File: src/rtl/neuron_pkg.sv
// Shared types and helpers for the parallel neuron layer.
package neuron_pkg;

    typedef enum logic [1:0] {IDLE, ACC, ACT, DONE} state_t;

    function automatic int clog2(input int value);
        int r;
        int v;
        r = 0;
        v = value - 1;
        while (v > 0) begin
            r = r + 1;
            v = v >> 1;
        end
        return r;
    endfunction

    // Clamp a signed value into the range of a signed number of the given width.
    function automatic logic signed [63:0] sat(input logic signed [63:0] value, input int width);
        logic signed [63:0] hi;
        logic signed [63:0] lo;
        hi = (64'sd1 <<< (width - 1)) - 64'sd1;
        lo = -(64'sd1 <<< (width - 1));
        if (value > hi)
            return hi;
        else if (value < lo)
            return lo;
        return value;
    endfunction

endpackage

File: src/rtl/neuron_lane.sv
// One neuron: bias-loaded accumulator, signed MAC, optional ReLU and output saturation.
module neuron_lane
    import neuron_pkg::*;
#(
    parameter int DW    = 8,
    parameter int ACC_W = 19,
    parameter int OW    = 16
) (
    input  logic                 clk,
    input  logic                 rst,
    input  logic                 load_bias,
    input  logic                 acc_en,
    input  logic                 fin,
    input  logic                 relu,
    input  logic signed [DW-1:0] bias,
    input  logic signed [DW-1:0] x,
    input  logic signed [DW-1:0] w,
    output logic signed [OW-1:0] y
);

    logic signed [ACC_W-1:0] acc;
    logic signed [2*DW-1:0]  prod;
    logic signed [ACC_W-1:0] act;

    assign prod = x * w;
    assign act  = (relu && acc[ACC_W-1]) ? '0 : acc;

    always_ff @(posedge clk or negedge rst) begin
        if (!rst) begin
            acc <= '0;
            y   <= '0;
        end else begin
            if (load_bias)
                acc <= ACC_W'(bias);
            else if (acc_en)
                acc <= acc + ACC_W'(prod);
            if (fin)
                y <= OW'(sat(64'(act), OW));
        end
    end

endmodule

File: src/rtl/neuron_layer.sv
// M neurons sharing one input stream; a single FSM walks the address bus over N inputs.
module neuron_layer
    import neuron_pkg::*;
#(
    parameter int N     = 3,
    parameter int M     = 2,
    parameter int DW    = 8,
    parameter int AW    = 32,
    parameter int ACC_W = 2*DW + $clog2(N+1) + 1,
    parameter int OW    = DW + 8
) (
    input  logic            clk,
    input  logic            rst,
    input  logic            start,
    input  logic            relu_en,
    input  logic [M*DW-1:0] bias,
    input  logic [DW-1:0]   x,
    input  logic [M*DW-1:0] w,
    output logic [AW-1:0]   adr,
    output logic            busy,
    output logic            done,
    output logic [M*OW-1:0] y
);

    localparam int CW = (clog2(N) > 0) ? clog2(N) : 1;
    localparam logic [CW-1:0] LAST = CW'(N - 1);

    state_t        state, nxt;
    logic [CW-1:0] cnt;
    logic          relu_q;
    logic          armed;
    logic          load_bias, acc_en, fin;

    // armed stays low for the first edge after reset release, so a start
    // coinciding with reset deassertion is never accepted.
    always_ff @(posedge clk or negedge rst) begin
        if (!rst) begin
            state <= IDLE;
            armed <= 1'b0;
        end else begin
            state <= nxt;
            armed <= 1'b1;
        end
    end

    always_comb begin
        nxt       = state;
        load_bias = 1'b0;
        acc_en    = 1'b0;
        fin       = 1'b0;
        case (state)
            IDLE: if (start && armed) begin
                nxt       = ACC;
                load_bias = 1'b1;
            end
            ACC: begin
                acc_en = 1'b1;
                if (cnt == LAST)
                    nxt = ACT;
            end
            ACT: begin
                fin = 1'b1;
                nxt = DONE;
            end
            DONE:    nxt = IDLE;
            default: nxt = IDLE;
        endcase
    end

    always_ff @(posedge clk or negedge rst) begin
        if (!rst) begin
            cnt    <= '0;
            relu_q <= 1'b0;
        end else if (load_bias) begin
            cnt    <= '0;
            relu_q <= relu_en;
        end else if (acc_en) begin
            cnt <= (cnt == LAST) ? '0 : cnt + CW'(1);
        end
    end

    assign adr  = AW'(cnt);
    assign busy = (state == ACC) || (state == ACT);
    assign done = (state == DONE);

    for (genvar j = 0; j < M; j++) begin : g_lane
        neuron_lane #(
            .DW    (DW),
            .ACC_W (ACC_W),
            .OW    (OW)
        ) u_lane (
            .clk       (clk),
            .rst       (rst),
            .load_bias (load_bias),
            .acc_en    (acc_en),
            .fin       (fin),
            .relu      (relu_q),
            .bias      (bias[j*DW +: DW]),
            .x         (x),
            .w         (w[j*DW +: DW]),
            .y         (y[j*OW +: OW])
        );
    end

endmodule

File: config.mk
export PLATFORM = sky130hd
export DESIGN_NAME = neuron_layer
export DESIGN_NICKNAME = d
export VERILOG_FILES = /design/src/rtl/neuron_pkg.sv /design/src/rtl/neuron_lane.sv /design/src/rtl/neuron_layer.sv
export SDC_FILE = /design/constraint.sdc
export NUM_CORES = 1
export LEC_CHECK = 0
export CAP_MARGIN = 15
export CORE_MARGIN = 2
export CORE_UTILIZATION = 60
export DETAILED_ROUTE_END_ITERATION = 7
export PLACE_DENSITY = 0.89
export SLEW_MARGIN = 25
export SYNTH_ARGS = -nofsm -noshare
export SYNTH_HDL_FRONTEND = slang
export SYNTH_HIERARCHICAL = 1
export SYNTH_SLANG_ARGS = --single-unit
File: constraint.sdc
create_clock -name clk -period 12.5 [get_ports clk]
set_input_delay 2.5 -clock clk [delete_from_list [all_inputs] [get_ports clk]]
set_output_delay 2.5 -clock clk [all_outputs]
set_load 0.005 [all_outputs]
# == Yosys cells after proc, flatten, opt, wreduce, memory -nomap -nowiden ==
# Cells that the tools add are included.
# word_totals
ff_bits,76
in_bits,44
output_inout_bits,66
word_cells,58
# classes
addsub,3
mul,2
n_lt_le_gt_ge,4
n_eq_ne,6
mux,28
reduce_logical,7
# ops
cell,n
19-bit 2-to-1 mux,6
16-bit 2-to-1 mux,6
19-bit by 16-bit adder with 19-bit output,2
"19-bit by 16-bit > comparator with 1-bit output, second input constant",2
"19-bit by 16-bit < comparator with 1-bit output, second input constant",2
8-bit by 8-bit multiplier with 16-bit output,2
1-bit 2-to-1 mux,10
2-bit 2-to-1 mux,5
2-bit one-hot mux with 4 select lines,1
"2-bit equality test, second input constant",3
"2-bit inequality test, second input constant",2
1-bit logical AND,3
"2-bit by 1-bit adder with 2-bit output, second input constant",1
"2-bit by 1-bit equality test with 1-bit output, second input constant",1
2-bit logical NOT,1
2-bit AND reduction,1
2-bit nonzero test,1
1-bit logical OR,1

# == Longest topological paths before layout ==
# Gate-level depths: netlist (run 1).
# depth
word_depth,7
depth_mapped,19
depth_no_buf,18

# == Modules after synthesis ==
# The synthesis (run 1) kept the hierarchy.
# by_module_without_submodules
mod,instances,cells_per_inst,area_each_um2,seq_area_each_um2
neuron_lane at g_lane[1].u_lane,1,512,4921.0,875.8
neuron_lane at g_lane[0].u_lane,1,514,4918.5,875.8
neuron_layer,1,60,559.3,150.1

# == Worst setup path before layout (run 1) ==
# Ideal clock, no wire load.
# synth_path
kind,input to register
startpoint,input w[8]
endpoint,register g_lane[1].u_lane.acc[12]
setup_ns,0.119
arrival_ns,6.996
t_required_ns,12.381
setup_slack_ns,5.386
cell_stages,15
n_path_buf,0
path_cell_list,and2_1 inv_1 fa_1 inv_1 fa_1 fa_1 fa_1 fa_1 ha_1 nor2_1 a2111oi_4 nor2_2 xnor2_1 mux2_2 o21a_1
# synth_via
elab_chain_len,4
# synth_lines
element,line_no,text
from (decl),neuron_layer.sv:18,"input logic [M*DW-1:0] w,"
8-bit by 8-bit multiplier with 16-bit output,neuron_lane.sv:25,assign prod = x * w;
19-bit by 16-bit adder with 19-bit output,neuron_lane.sv:36,acc <= acc + ACC_W'(prod);
19-bit 2-to-1 mux,neuron_lane.sv:35,else if (acc_en)
19-bit 2-to-1 mux,neuron_lane.sv:33,if (load_bias)
to (signal assigned),neuron_lane.sv:34,acc <= ACC_W'(bias);
to (signal assigned),neuron_lane.sv:36,
to (decl),neuron_lane.sv:21,logic signed [ACC_W-1:0] acc;
# Every way passes these cells. The select of a mux whose other input is x is not followed.
# A chain may end at the register's enable or synchronous reset.

# == Final worst setup path (run 1) ==
# layout_path
startpoint,input x[7]
endpoint,register g_lane[0].u_lane.acc[15]
# layout_via
elab_chain_len,4
# layout_lines
element,line_no,text
from (decl),neuron_layer.sv:17,"input logic [DW-1:0] x,"
8-bit by 8-bit multiplier with 16-bit output,neuron_lane.sv:25,
19-bit by 16-bit adder with 19-bit output,neuron_lane.sv:36,
19-bit 2-to-1 mux,neuron_lane.sv:35,
19-bit 2-to-1 mux,neuron_lane.sv:33,
to (signal assigned),neuron_lane.sv:34,
to (signal assigned),neuron_lane.sv:36,
to (decl),neuron_lane.sv:21,
# Every way passes these cells. The select of a mux whose other input is x is not followed.

==> results.md, run 1 <==
* Post-synthesis sequential area ratio at 0.183
* Max_cap viols at 0
* Wirelength per Cell at 16.6 um
* RSZ-0062 raised after global routing: no
* GRT Total Usage at 0.266
* Clk_lat worst skew at 340 ps
* CP top delay family: adder cells
* Worst setup EP type: flop
* PostCTS Resize Cnt at 0
* Setup TNS at 0 ps
* Final period util at 0.655
* Slowest-stage cell, CP: clkdlybuf4s50_1
* Num CTS Buffers at 9
* XOR/XNOR Fraction of Synth Area at 0.0268
* Row count at 48
* Final Skew at 6.76 ps
* CP Buf/Inv Count at 3
* Drt pass-1 iters at 5
* Worst Hold Class: flop to flop
* Rel. slew slack at 0.311
* Fmax at 122 MHz
* CP Launch Type: input pin
* Yosys reg bits at 76
* Area grow syn2layout at 11.4%
* Nets at 1457
* DR vias at 7802
* Final setup fails at 0
* CP peak stage delay at 830 ps
* Cell variety after synth at 68
* Simple-Gate Fraction of Synth Area at 0.133
* GPL Wtd Cong at 0.949
* IO buf count at 79
* Yosys warns at 6
* Status: complete, no violations
* Adder-cell share of the synthesized area at 0.434
* R2R Setup Slk at 7600 ps
* HP Start: g_lane[0].u_lane/y[13]
* Finished Layout Cells at 1383
* Clock slew at reported path FFs at 60 ps
* CTS Buffer Depth at 2
* Clk sink count at 76
* Total gr overflow at 0
* Mux share of post-synthesis cell area at 0.0202
* Reg2reg end: g_lane[0].u_lane/acc[15]
* Largest net degree at the start of global routing at 77
* Critical R2R Launch: g_lane[0].u_lane/acc[6]
* Post-DRT Antenna Nets at 0
* TritonCTS clock tree: yes
* IO Pins at 110
* Asr flop ratio synth at 1.00
* Kind of critical path: input pin to flop
* Clock root cell: clkbuf_16
* Number of global-route vias before repair at 8319
* Largest family of logic cells by synthesized area: adder cells
* Hold worst-path end: g_lane[0].u_lane/y[13]
* Crit path arrival time at 8430 ps
* Avg Cell Area, Syn at 9.58 um2
* First-pass GRT wire length at 39200 um
* Final Routed Wirelength at 23000 um
* Critical-path maximum fanout at 16
* Proportion of layout cells with a drive suffix above 1 at 0.0397
* Die height at 136 um
* Antenna Cells at 0
* Worst EP required at 12740 ps
* CTS HTree Levels at 3
* Die footprint at 18400 um2
* Initial Utilization at 0.608
* Layout fillers at 1260
* Slew @ Worst Pin at 1030 ps
* Total setup buffers inserted after CTS at 0
* Inst Count DP at 1367
* Drt via density at 5.64
* Depth of the worst register-to-register path at 16
* Starting DRT DRC Count at 661
* Complex-gate fraction of the synthesized area at 0.0982
* Die width at 136 um
* Min Tclk post-route at 8190 ps
* Final hold viol count at 0
* Cell mode on critical path: fa_1
* Slew Viols, Final at 0
* DRC at 0
* Main synth FF type: dfrtp_1
* Hold path depth at 2
* Post-CTS Hold Buffers at 0
* Floorplan core area at 17100 um2
* Antenna violations before repair at 0
* Post-synth EDFFs at 0
* Post-Syn Area at 10400 um2
* Critical Path, Cell by Cell: clkdlybuf4s50_1, and2_1, inv_1, fa_1, inv_1, fa_1, fa_1, fa_1, fa_1, ha_1, a21o_1, a21oi_2, a21oi_1, o41ai_2, xor2_1, a211oi_1
* Syn Inst Count at 1086
* Hpwl dp at 17300 um
layout make-up:
cell class,count,area [um2],share of cell area
timing repair buffer,82,815,0.0703
multi-input combinational,785,7530,0.650
tap,225,282,0.0243
clock inverter,6,63.8,0.00551
inverter,199,747,0.0645
sequential,76,1900,0.164
clock buffer,10,239,0.0206
stage by stage:
stage / hold WS (ps) / worst slack (ps) / utilization / cell area (um2)
after CTS: 514 / 4320 / 0.676 / 11600
final: 507 / 4310 / 0.677 / 11600
after global placement: 490 / 4280 / 0.658 / 11300
after detailed placement: 498 / 4010 / 0.658 / 11300
after floorplan: 483 / 5390 / - / 10500
after global routing: 531 / 4110 / 0.677 / 11600
cells in the final DEF (no fill, tap or decap), types with 4 or more instances in the layout:
cell type | netlist | layout
a21o_1 | 7 | 7
o21a_1 | 10 | 10
clkdlybuf4s50_1 | 0 | 78
nor2_1 | 95 | 95
nand3_1 | 4 | 4
conb_1 | 2 | 31
ha_1 | 92 | 91
nand2_1 | 75 | 75
nand3b_1 | 5 | 5
nor3_1 | 12 | 12
mux2i_1 | 15 | 15
and2_1 | 66 | 66
xnor2_1 | 22 | 22
xor2_1 | 8 | 8
clkbuf_16 | 0 | 9
a211oi_1 | 9 | 9
dfrtp_1 | 76 | 76
fa_1 | 168 | 168
o21ai_0 | 36 | 36
nand2b_1 | 8 | 8
inv_1 | 197 | 197
a21oi_1 | 61 | 61
per-layer routing:
metal,track usage,vias up,wire (um)
met5,0,-,0
met4,0.101,0,787
met3,0.0311,76,1360
met2,0.454,321,11800
met1,0.350,3923,9070
li1,-,3482,-
kinds of logic (layout without fill, tap and decap cells):
logic type               count (synthesis)  after routing
AO/OA/AOI/OAI                          156            156
XOR/XNOR                                31             31
adder cells (fa/ha/maj)                260            260
buffers and inverters                  254            297
flip-flops                              76             76
multiplexers                            20             20
other                                    2             31
AND/OR/NAND/NOR                        287            287
registers in the layout, indices dropped and copies added (netlist names):
| register | count |
|---|---|
| armed | 1 |
| cnt | 2 |
| g_lane.u_lane/acc | 38 |
| g_lane.u_lane/y | 32 |
| relu_q | 1 |
| state | 2 |
worst reg2reg max path, stage by stage (launching register included):
cell and delay [ps]:
dfrtp_1 370, inv_1 90, fa_1 560, inv_1 60, fa_1 500, inv_1 60
fa_1 480, inv_1 60, fa_1 430, fa_1 460, ha_1 380, a21o_1 200
a21oi_2 200, a21oi_1 150, o41ai_2 420, xor2_1 120, a211oi_1 260
worst max-delay path by stage:
stage          start  cells past startpoint  slack (ps)                        to
2_1_floorplan   w[8]                     15        5390  g_lane[1].u_lane/acc[12]
4_1_cts         x[7]                     16        4320  g_lane[0].u_lane/acc[15]
6_report        x[7]                     16        4310  g_lane[0].u_lane/acc[15]
3_5_place_dp    x[7]                     16        4010  g_lane[0].u_lane/acc[15]
3_3_place_gp    x[7]                     16        4280  g_lane[0].u_lane/acc[17]
5_1_grt         x[7]                     16        4110  g_lane[0].u_lane/acc[15]
synth_stat cells (2+ instances only):
library cell / n / area share
a211oi_1: 9 / 0.0065
a21o_1: 7 / 0.0051
a21oi_1: 61 / 0.029
a21oi_2: 2 / 0.0017
a31oi_1: 3 / 0.0018
and2_1: 66 / 0.040
and3_1: 2 / 0.0012
buf_1: 2 / 0.00072
buf_4: 31 / 0.022
clkbuf_1: 19 / 0.0069
clkinv_1: 2 / 0.00072
conb_1: 2 / 0.00072
dfrtp_1: 76 / 0.18
fa_1: 168 / 0.32
ha_1: 92 / 0.11
inv_1: 197 / 0.071
mux2_2: 3 / 0.0032
mux2i_1: 15 / 0.014
nand2_1: 75 / 0.027
nand2b_1: 8 / 0.0048
nand3_1: 4 / 0.0019
nand3b_1: 5 / 0.0036
nand4_1: 3 / 0.0018
nand4b_1: 2 / 0.0017
nor2_1: 95 / 0.034
nor2b_1: 3 / 0.0018
nor3_1: 12 / 0.0058
o211a_1: 3 / 0.0029
o21a_1: 10 / 0.0072
o21ai_0: 36 / 0.017
o21ai_1: 2 / 0.00096
o21bai_1: 3 / 0.0022
o31ai_1: 3 / 0.0022
or3_1: 3 / 0.0018
xnor2_1: 22 / 0.019
xor2_1: 8 / 0.0067
Power of run 1 is not shown: default switching activity piles up to over one toggle a cycle in this logic, so the estimate is an artifact.
==> run 2, diff against run 1 <==
--- a/config.mk
+++ b/config.mk
@@ -7,9 +7,9 @@
 export LEC_CHECK = 0
 export CAP_MARGIN = 15
 export CORE_MARGIN = 2
-export CORE_UTILIZATION = 60
+export CORE_UTILIZATION = 59
 export DETAILED_ROUTE_END_ITERATION = 7
-export PLACE_DENSITY = 0.89
+export PLACE_DENSITY = 0.88
 export SLEW_MARGIN = 25
 export SYNTH_ARGS = -nofsm -noshare
 export SYNTH_HDL_FRONTEND = slang
==> constraint.sdc (replaced) <==
create_clock -name clk -period 7.7 [get_ports clk]
set_input_delay 1.54 -clock clk [delete_from_list [all_inputs] [get_ports clk]]
set_output_delay 1.54 -clock clk [all_outputs]
set_load 0.005 [all_outputs]
==> run 2 against run 1 <==
Compared with the run above:
- final cell count increased by 0.36%
- setup slack got worse by 3400 ps
- clock skew about the same
- via count about the same
- final area increased by 0.85%
- die area increased by 1.6%
- hold slack got worse by 5.4 ps
- first-iteration DRC count decreased by 2.7%
- sequential cell count unchanged
- global-route usage increased by 0.058 points
- largest cell class unchanged
==> results.md, run 2 (synthesis results as in run 1) <==
* Area occupied by registers at 1900 um2 (unchanged)
* Nets at 1462 (+0.34%)
* Max_cap viols at 0 (unchanged)
* Final hold viol count at 0 (unchanged)
* Clock root cell: clkbuf_16
* Critical-path maximum fanout at 16 (unchanged)
* Die height at 137 um (+0.82%)
* Clk sink count at 76 (unchanged)
* Drt pass-1 iters at 5 (unchanged)
* Critical R2R Launch: g_lane[0].u_lane/acc[6]
* Floorplan core area at 17200 um2 (+0.70%)
* Total gr overflow at 0 (unchanged)
* GRT Total Usage at 0.266 (+0.000581)
* Inst Count DP at 1372 (+0.37%)
* Leading cell types in the layout, fill and taps excluded: 197 x inv_1, 168 x fa_1, 95 x nor2_1, 91 x ha_1, 78 x clkdlybuf4s50_1
* Setup TNS at 0 ps (unchanged)
* DRC at 0 (unchanged)
* Most common cell after layout, fill and taps aside: inv_1
* Antenna Cells at 0 (unchanged)
* Max reg flops at 38 (unchanged)
* Total setup buffers inserted after CTS at 0 (unchanged)
* Finished Layout Cells at 1388 (+0.36%)
* Depth of the worst register-to-register path at 16 (unchanged)
* Slew Viols, Final at 0 (unchanged)
* Post-CTS Hold Buffers at 0 (unchanged)
* First-pass GRT wire length at 39200 um (+0.25%)
* Area grow syn2layout at 12.3%
* CP Launch Type: input pin
* Routed wl met3 at 1420 um (+4.7%)
* Slew @ Worst Pin at 1050 ps (+27.5 ps)
* Final period util at 0.882
* Clk_lat worst skew at 340 ps (about the same)
* CTS Buffer Depth at 2 (unchanged)
* Met1 WL at 8840 um (-2.5%)
* Hold path depth at 2 (unchanged)
* Reg with most FFs: g_lane.u_lane/acc
* Wirelength per Cell at 16.6 um (+0.13%)
* Proportion of layout cells with a drive suffix above 1 at 0.0413 (+0.00155)
* Status: complete, no violations
* Number of global-route vias before repair at 8295 (-0.29%)
* Reg2reg end: g_lane[0].u_lane/acc[15]
* Met2 WL at 12100 um (+2.6%)
* Clock slew at reported path FFs at 60 ps (about the same)
* Multi-input gate area at 7530 um2 (about the same)
* Row count at 48 (unchanged)
* DR vias at 7795 (-0.090%)
* Num CTS Buffers at 9 (unchanged)
* Largest net degree at the start of global routing at 77 (unchanged)
* Biggest regs: g_lane.u_lane/acc (38), g_lane.u_lane/y (32)
* Starting DRT DRC Count at 643 (-2.7%)
* PostCTS Resize Cnt at 0 (unchanged)
* Worst setup EP type: flop
* Rel. slew slack at 0.293 (-0.0184)
* Die footprint at 18700 um2 (+1.6%)
* Final Routed Wirelength at 23100 um (+0.50%)
* Post-DRT Antenna Nets at 0 (unchanged)
* IO buf count at 79 (unchanged)
* Antenna violations before repair at 0 (unchanged)
* Hold worst-path end: g_lane[0].u_lane/y[9]
* Layout fillers at 1211 (-3.9%)
* Initial Utilization at 0.603 (-0.00423)
* Crit path arrival time at 6980 ps (-1450 ps)
* Worst EP required at 7900 ps (-4840 ps)
* Hpwl dp at 17500 um (+1.4%)
* Final setup fails at 0 (unchanged)
* IO Pins at 110 (unchanged)
* GPL Wtd Cong at 0.925 (-2.5%)
* R2R Setup Slk at 2900 ps (-4700 ps)
* Drt via density at 5.62 (-0.45%)
* Die width at 137 um (+0.82%)
* Top sig layer: met4
* TritonCTS clock tree: yes
* Worst Hold Class: flop to flop
* RSZ-0062 raised after global routing: no
* Fmax at 147 MHz
* Kind of critical path: input pin to flop
* Final Skew at 6.93 ps (+0.175 ps)
* Min Tclk post-route at 6790 ps
* HP Start: g_lane[0].u_lane/y[9]
* CTS HTree Levels at 3 (unchanged)
## run 2: cell types whose count changed in the layout (fill, tap and decap cells not counted), sizes merged
cell	before	now
clkbuf	10	12
clkinvlp	2	0
bufinv	1	4
clkinv	5	2
buf	4	9
## run 2: stage by stage
step	utilization	hold slack [ps]	area (um2)	setup slack [ps]
after CTS	0.677	509	11700	978
final	0.678	502	11700	912
after global routing	0.678	536	11700	636
after floorplan	-	483	10500	1550
after global placement	0.656	489	11300	881
after detailed placement	0.656	494	11300	642
## run 2: final cells by class
cell class,instances,share of cell area
clock buffer,12,0.0211
clock inverter,4,0.0103
inverter,199,0.0640
multi-input combinational,785,0.645
sequential,76,0.163
tap,225,0.0241
timing repair buffer,87,0.0730
## run 2: worst max-delay path by stage
stage                                     to  from  slack, ps
floorplan           g_lane[1].u_lane/acc[12]  w[8]       1550
global placement    g_lane[1].u_lane/acc[18]  x[7]        880
detailed placement  g_lane[1].u_lane/acc[16]  x[7]        640
CTS                 g_lane[1].u_lane/acc[18]  x[7]        980
global route        g_lane[0].u_lane/acc[18]  x[7]        640
finish              g_lane[1].u_lane/acc[18]  x[7]        910
## run 2: layer usage
metal	up-vias	GRT usage
li1	3485	-
met1	3918	0.340
met2	326	0.456
met3	66	0.0385
met4	0	0.112
met5	-	0
## run 2: worst max-delay path: stages
cell and delay (ps):
clkdlybuf4s50_1 850, and2_1 640, fa_1 580, fa_1 530, fa_1 570, fa_1 410, ha_1 280, ha_1 360
and3_1 210, a221o_1 390, o211ai_2 240, a31oi_2 130, xnor2_1 170, a21oi_1 80
Power of run 2 is left out for the same reason.
